## src/rtl/inv_key_expansion128.sv

```systemverilog
// Reverse AES-128 key schedule: takes the round-10 key and walks back to the
// round-0 key, one 32-bit word per cycle, sharing a single registered SubWord.
module inv_key_expansion128 #(
   parameter int unsigned SBOX_LAT = 1
) (
   input  logic         clock,
   input  logic         resetn,
   input  logic         in_valid,
   output logic         in_ready,
   input  logic [127:0] in_key,
   output logic         out_valid,
   input  logic         out_ready,
   output logic [127:0] out_key,
   output logic [3:0]   out_round,
   output logic         busy
);

   typedef enum logic [2:0] {IDLE, OUT, W3, W2, W1, W0} state_t;

   state_t      state;
   state_t      state_nx;
   logic [31:0] a, b, c, d;
   logic [3:0]  rnd;
   logic [31:0] sbox_in;
   logic [31:0] sbox_pipe [SBOX_LAT];
   logic [31:0] sbox_out;
   logic [7:0]  rcon;

   // GF(2^8) multiply modulo x^8+x^4+x^3+x+1
   function automatic logic [7:0] gf_mul(input logic [7:0] x, input logic [7:0] y);
      logic [7:0] p;
      logic [7:0] t;
      p = '0;
      t = x;
      for (int unsigned i = 0; i < 8; i++) begin
         if (y[i]) p = p ^ t;
         t = {t[6:0], 1'b0} ^ (t[7] ? 8'h1b : 8'h00);
      end
      return p;
   endfunction

   // S-box: multiplicative inverse as x^254 (maps 0 to 0), then the affine map
   function automatic logic [7:0] sbox(input logic [7:0] x);
      logic [7:0] sq;
      logic [7:0] inv;
      sq  = x;
      inv = 8'h01;
      for (int unsigned i = 1; i < 8; i++) begin
         sq  = gf_mul(sq, sq);
         inv = gf_mul(inv, sq);
      end
      return inv ^ {inv[6:0], inv[7]} ^ {inv[5:0], inv[7:6]}
                 ^ {inv[4:0], inv[7:5]} ^ {inv[3:0], inv[7:4]} ^ 8'h63;
   endfunction

   function automatic logic [31:0] sub_word(input logic [31:0] x);
      return {sbox(x[31:24]), sbox(x[23:16]), sbox(x[15:8]), sbox(x[7:0])};
   endfunction

   // d is final from W2 onwards, so the S-box input stays constant through W0
   assign sbox_in  = {d[23:0], d[31:24]};
   assign sbox_out = sbox_pipe[SBOX_LAT-1];

   // Round constant for the step from round rnd to rnd-1
   always_comb begin
      rcon = 8'h00;
      case (rnd)
         4'd1:    rcon = 8'h01;
         4'd2:    rcon = 8'h02;
         4'd3:    rcon = 8'h04;
         4'd4:    rcon = 8'h08;
         4'd5:    rcon = 8'h10;
         4'd6:    rcon = 8'h20;
         4'd7:    rcon = 8'h40;
         4'd8:    rcon = 8'h80;
         4'd9:    rcon = 8'h1b;
         4'd10:   rcon = 8'h36;
         default: rcon = 8'h00;
      endcase
   end

   // Registered SubWord; result is consumed in W0 (fits latencies of 1 or 2)
   always_ff @(posedge clock or negedge resetn) begin
      if (!resetn) begin
         for (int unsigned i = 0; i < SBOX_LAT; i++) sbox_pipe[i] <= '0;
      end else begin
         sbox_pipe[0] <= sub_word(sbox_in);
         for (int unsigned i = 1; i < SBOX_LAT; i++) sbox_pipe[i] <= sbox_pipe[i-1];
      end
   end

   // FSM state register
   always_ff @(posedge clock or negedge resetn) begin
      if (!resetn) state <= IDLE;
      else         state <= state_nx;
   end

   // Next-state and handshake outputs
   always_comb begin
      state_nx  = state;
      in_ready  = 1'b0;
      out_valid = 1'b0;
      busy      = 1'b1;
      case (state)
         IDLE: begin
            in_ready = 1'b1;
            busy     = 1'b0;
            if (in_valid) state_nx = OUT;
         end
         OUT: begin
            out_valid = 1'b1;
            if (out_ready) state_nx = (rnd == 4'd0) ? IDLE : W3;
         end
         W3:      state_nx = W2;
         W2:      state_nx = W1;
         W1:      state_nx = W0;
         W0:      state_nx = OUT;
         default: state_nx = IDLE;
      endcase
   end

   // Key words updated d, c, b, a so each reads the still-old lower word
   always_ff @(posedge clock or negedge resetn) begin
      if (!resetn) begin
         a   <= '0;
         b   <= '0;
         c   <= '0;
         d   <= '0;
         rnd <= '0;
      end else begin
         case (state)
            IDLE: if (in_valid) begin
               {a, b, c, d} <= in_key;
               rnd          <= 4'd10;
            end
            W3: d <= d ^ c;
            W2: c <= c ^ b;
            W1: b <= b ^ a;
            W0: begin
               a   <= a ^ sbox_out ^ {rcon, 24'h000000};
               rnd <= rnd - 4'd1;
            end
            default: ;
         endcase
      end
   end

   assign out_key   = {a, b, c, d};
   assign out_round = rnd;

endmodule

```

## config.mk

```make
export PLATFORM = sky130hd
export DESIGN_NAME = inv_key_expansion128
export DESIGN_NICKNAME = d
export VERILOG_FILES = /design/src/rtl/inv_key_expansion128.sv
export SDC_FILE = /design/constraint.sdc
export NUM_CORES = 2
export LEC_CHECK = 0
export BUFFER_PORTS_ARGS = -buffer_cell sky130_fd_sc_hd__buf_2
export CORE_MARGIN = 10
export CORE_UTILIZATION = 44
export DETAILED_ROUTE_END_ITERATION = 10
export GPL_ROUTABILITY_DRIVEN = 0
export PLACE_DENSITY = 0.58
export SYNTH_ARGS = -nofsm -noshare
export SYNTH_HDL_FRONTEND = slang
export SYNTH_SLANG_ARGS = --single-unit
```

## constraint.sdc

```tcl
create_clock -name clock -period 19.1 [get_ports clock]
set_input_delay 0.955 -clock clock [delete_from_list [all_inputs] [get_ports clock]]
set_output_delay 0.955 -clock clock [all_outputs]
set_load 0.005 [all_outputs]
```

Word level (Yosys, flattened, before mapping)
Memories as Yosys holds them, arrays and structs flattened.
Cells that the tools add are included.
- memories kept: 1
- memory bits (read-only): 128
- logic and storage cells: 1637
- register bits: 167
- eq/ne operators: 7
- muxes and demuxes: 829
- reduce and logical (&&, ||, !) cells: 11
- bitwise gates (word level): 781
- add/sub/neg operators: 1
- memory list (name ; words ; bits a word ; rd ports ; clocked after memory_dff ; write ports ; line ; RTL):
    (no name shown) ; 16 ; 8 ; 1 ; 0 ; 0 ; 67 ; case (rnd)
- operators by type and width (cell ; number):
    $mux W8 ; 420
    $xor A8 B8 Y8 ; 380
    $xor A8 B5 Y8 ; 364
    $mux W5 ; 368
    $pmux W32 S2 ; 4
    $xor A32 B32 Y32 ; 5
    $mux W32 ; 4
    $mux W7 ; 4
    $not A1 Y1 const A ; 28
    $mux W6 ; 4
    $mux W4 ; 5
    $mux W3 ; 6
    $pmux W3 S6 ; 1
    $not A4 Y4 ; 4
    $mux W2 ; 5
    $reduce_and A2 Y1 ; 5
    $pmux W4 S2 ; 1
    $reduce_bool A2 Y1 ; 4
    $mux W1 ; 7
    $eq A3 B2 Y1 const B ; 2
    $eq A3 B3 Y1 const B ; 2
    $logic_not A4 Y1 ; 1
    $ne A2 B2 Y1 const B ; 2
    $sub A4 B1 Y4 const B ; 1
    2 further kinds ; 2

Logic depth before layout (Yosys ltp)
- word-level depth: 132
- mapped depth: 68

Worst setup path before layout
No wires, ideal clock.
- kind: register -> register
- start point: reg d[31]
- end point: reg sbox_pipe (netlist bit sbox_out[6])
- cell stages (with the launch flop): 67
- slack: 3353 ps
- arrival time: 15616 ps
- cell sequence: dfrtp_1 > ha_1 > and2_1 > xnor2_1 > xnor2_1 > inv_1 > clkbuf_1 > clkbuf_1 > ha_1 > clkbuf_1 > xnor2_1 > xnor3_1 > or3b_1 > a21oi_1 > nor2_1 > xnor2_1 > inv_1 > ha_1 > [... 31 more ...] > xnor2_1 > o211ai_1 > a21oi_1 > nor4b_1 > a221oi_2 > xnor2_1 > nor2_1 > xnor2_4 > xnor3_1 > xnor2_2 > xnor2_2 > nor2_1 > xnor2_1 > xnor3_2 > xnor2_2 > xnor2_2 > xor3_2 > xor2_1
- cells in the longest elaborated chain, start to end: 129
- elaborated cells on any way between the ends: 386
- RTL lines (what ; line ; RTL):
    start: declaration ; 22 ; logic [31:0] a, b, c, d;
    start signal: assignment ; 133 ; {a, b, c, d} <= in_key;
    start signal: assignment ; 136 ; W3: d <= d ^ c;
    $mux W5 ; 37 ; t = {t[6:0], 1'b0} ^ (t[7] ? 8'h1b : 8'h00);
    $xor A8 B5 Y8 ; 37 ;
    $xor A8 B8 Y8 ; 36 ; if (y[i]) p = p ^ t;
    $mux W8 ; 36 ;
    $xor A8 B8 Y8 ; 36 ;
    $mux W8 ; 36 ;
    $xor A8 B8 Y8 ; 36 ;
    $mux W8 ; 36 ;
    [... 112 more ...] ; - ;
    $xor A8 B8 Y8 ; 36 ;
    $mux W8 ; 36 ;
    $xor A8 B8 Y8 ; 36 ;
    $mux W8 (*) ; 36 ;
    $xor A8 B8 Y8 (2 in a row) ; 52 ; return inv ^ {inv[6:0], inv[7]} ^ {inv[5:0], inv[7:6]}
    $xor A8 B8 Y8 ; 53 ; ^ {inv[4:0], inv[7:5]} ^ {inv[3:0], inv[7:4]} ^ 8'h63;
    $xor A8 B8 Y8 (*) ; 53 ;
    $not A4 Y4 (no line) (*) ; - ;
    end: declaration ; 25 ; logic [31:0] sbox_pipe [SBOX_LAT];
Mark *: on every way between the ends. The rest lies on a longest branch, timed or not.
A chain may end at the register's enable or synchronous reset.

Worst setup path after layout
- start point: reg d[23]
- end point: reg sbox_pipe (netlist bit sbox_out[26])
- cells in the longest elaborated chain, start to end: 128
- elaborated cells on any way between the ends: 385
- RTL lines (what ; line):
    $mux W5 / $mux W8 (equally long branches) ; 37, 36
    $xor A8 B5 Y8 / $xor A8 B8 Y8 (equally long branches) ; 37, 36
    $xor A8 B8 Y8 / $mux W8 (equally long branches) ; 36
    $mux W8 / $xor A8 B8 Y8 (equally long branches) ; 36
    $xor A8 B8 Y8 / $mux W8 (equally long branches) ; 36
    $mux W8 / $xor A8 B8 Y8 (equally long branches) ; 36
    $xor A8 B8 Y8 / $mux W8 (equally long branches) ; 36
    $mux W8 / $xor A8 B8 Y8 (equally long branches) ; 36
    [... 111 more ...] ; -
    $mux W8 ; 36
    $xor A8 B8 Y8 ; 36
    $mux W8 ; 36
    $xor A8 B8 Y8 ; 36
    $mux W8 (*) ; 36
    $xor A8 B8 Y8 (2 in a row) ; 52
    $xor A8 B8 Y8 ; 53
    $xor A8 B8 Y8 (*) ; 53
Marked as above.

==> results.json <==
{
  "status": "finished clean",
  "routed_wl_mm": 219,
  "h-tree-depth": 4,
  "dp_hpwl_mm": 162,
  "detail_route.iter0.violations": 6819,
  "clkSinkCount": 167,
  "layout-drive-gt1-share_pct": 12.1,
  "drc": 0,
  "fillCellCount": 15000,
  "dp.cells": 10700,
  "grt_start_max_net_pins": 93,
  "antenna_found_initial": 8,
  "area_growth_pct": 6.53,
  "cts_tree": "done",
  "drv_cap": 0,
  "yosys_warnings": 0,
  "clk_pin_slew_worst_paths_ps": 100,
  "die_h_um": 408,
  "antenna_left": 0,
  "start_util_pct": 44.2,
  "yosys-top-cells-count": "xnor2_1, nor2_1, nand2_1",
  "synth_seq_area_share_pct": 6.31,
  "synth_largest_area_cell": "xnor2_1",
  "whs_ps": 443,
  "relSlewSlack_pct": 14.4,
  "required_ps": 19520,
  "syn-cell-area_mm2": 0.0662,
  "coreArea_mm2": 0.150,
  "numCtsBuffers": 17,
  "period_share_pct": 94.2,
  "row_count": 142,
  "drtPass1Iterations": 6,
  "clk_path_buf_depth": 2,
  "routed-via-count": 63400,
  "wl_per_cell_um": 20.3,
  "avgViaCountPerCell": 5.88,
  "fmax_mhz": 55.6,
  "syn_inst": 8817,
  "worstPathMaxFanout": 32,
  "synth_top_area_share_pct": 21.3,
  "grt_setup_unrepaired": "false",
  "path_class": "reg -> reg",
  "synth_enable_flop_cells": 0,
  "syn_nets": 8983,
  "fin_crit_ps": 18000,
  "grt_usage_pct": 24.9,
  "async_flop_share_pct": 100,
  "hold_viol": 0,
  "grt_overflow": 0,
  "grt_pass1_wl_mm": 345,
  "fin_skew_ps": 34.7,
  "grt_pass1_vias": 58600,
  "setup_viol": 0,
  "yosysUniqueCellTypes": 131,
  "start_kind": "register",
  "tightest_slew_ps": 1280,
  "avgSynthCellArea_um2": 7.51,
  "clock_latency_ps": 540,
  "fin_nets": 8909,
  "cpPeakStageDelay_ps": 900,
  "fin_cells": 10800,
  "die_area_mm2": 0.166,
  "synth_flop_cell": "dfrtp_1",
  "ys_ff_latch": 167,
  "cp_slowest_cell": "dfrtp_1",
  "portBuffers": 266,
  "worstPathArrival_ps": 18410,
  "fin_tns_setup_ps": 0,
  "crit_top_cell": "xnor3_1",
  "ys_top_cells_by_area": "xnor2_1, xnor3_1, nor2_1, dfrtp_1, xor2_1",
  "synth.most_common_cell": "xnor2_1",
  "die_x_um": 408,
  "finalCoreUtilization_pct": 47.1,
  "boundaryPins": 267,
  "min_path_type": "in -> async",
  "cts-root-buf": "clkbuf_16",
  "crit_path_end_kind": "register",
  "slew_violations": 0
}
==> through the flow <==
step                setup WS, ps  area (um2)
floorplan                   3350       66200
global placement            1450       69900
detailed placement          1300       69900
CTS                         1240       70600
global route                11.0       70600
finish                      1100       70600
==> cells in the final DEF, fill, tap and decap left out, types with 31 or more instances in the layout <==
master and n:
xnor2_4 34, ha_1 34, xor2_2 44, nand3_1 314, nand4_1 36, nor3_1 224, a211oi_1 79, buf_2 265
buf_4 276, and2_1 53, a32oi_1 31, mux2_2 47, dfrtp_1 167, o22ai_1 117, nor2b_1 65, and3_1 44
a21oi_1 668, nor2_1 1244, nor4_1 31, a221oi_1 33, a22oi_1 49, o21ai_1 42, xor3_1 33, nand2b_1 64
xnor2_1 1562, o21ai_0 433, xnor3_1 280, o211ai_1 65, or3_1 32, a31oi_1 79, o31ai_1 38, inv_1 79
xor2_1 407, mux2i_1 240, xnor2_2 182, nand2_1 756
==> flip-flops by register name, indices dropped and copies added, names as in the netlist <==
register	flops
a	32
state	3
sbox_out	32
d	32
out_round	4
c	32
b	32
==> worst max-delay path, delay by kind of cell, from the launching register on <==
family                     cells  cell delay, ps
and+or+nand+nor               15            3770
adders and majority gates      2            1120
AOI/OAI and AO/OA              3             440
muxes                          2             450
DFF                            1             900
xor gates and xnor gates      23            9370
buffers and inverters          6            1760
==> cell type report <==
class                           instances  area (um2)  share of cell area [%]
Multi-Input combinational cell       7910       59400                    84.2
Sequential cell                       167        4180                    5.92
Timing Repair Buffer                  542        3410                    4.84
Tap cell                             2016        2520                    3.57
Clock buffer                           17         425                   0.603
Inverter                              105         394                   0.559
Clock inverter                         15         220                   0.312
Antenna cell                            2        5.00                 0.00709
==> path summary, 6_finish.rpt <==
path / start / to / slack [ps] / cells after the start
max in group asynchronous: resetn / a[24] / 16720 / 3
worst max-delay path: d[23] / sbox_out[26] / 1100 / 51
worst min register to register: sbox_out[18] / a[18] / 560 / 3
worst max register to register: d[23] / sbox_out[26] / 1100 / 51
min in group clock: sbox_out[18] / a[18] / 560 / 3
worst min-delay path: resetn / d[10] / 440 / 1
==> metal layers <==
metal  track usage [%]  share of wire, %  vias to the layer above
met2              39.6                45                     2342
met5                 0            0.0041                        -
met4              6.71               2.3                        2
met3              2.61               6.7                      247
li1                  -                 -                    30400
met1              35.7                46                    30400
==> cell families (layout without fill, tap and decap cells) <==
logic type / count (synthesis) / in the layout / synth area share, %
xor gates and xnor gates: 2578 / 2578 / 44.4
DFF: 167 / 167 / 6.31
muxes: 300 / 300 / 4.74
adders and majority gates: 34 / 34 / 0.642
AOI/OAI and AO/OA: 1994 / 1994 / 19.1
buffers and inverters: 740 / 679 / 4.77
and+or+nand+nor: 3004 / 3004 / 20.1
other: 0 / 2 / 0
==> repair_timing <==
item / CTS / global route
setup buffers: 0 / 0
gates resized for setup: 0 / 1
endpoints found under the setup margin: 0 / 5
hold buffers: 0 / 0
Power is not shown: default switching activity piles up to over one toggle a cycle in this logic, so the estimate is an artifact.
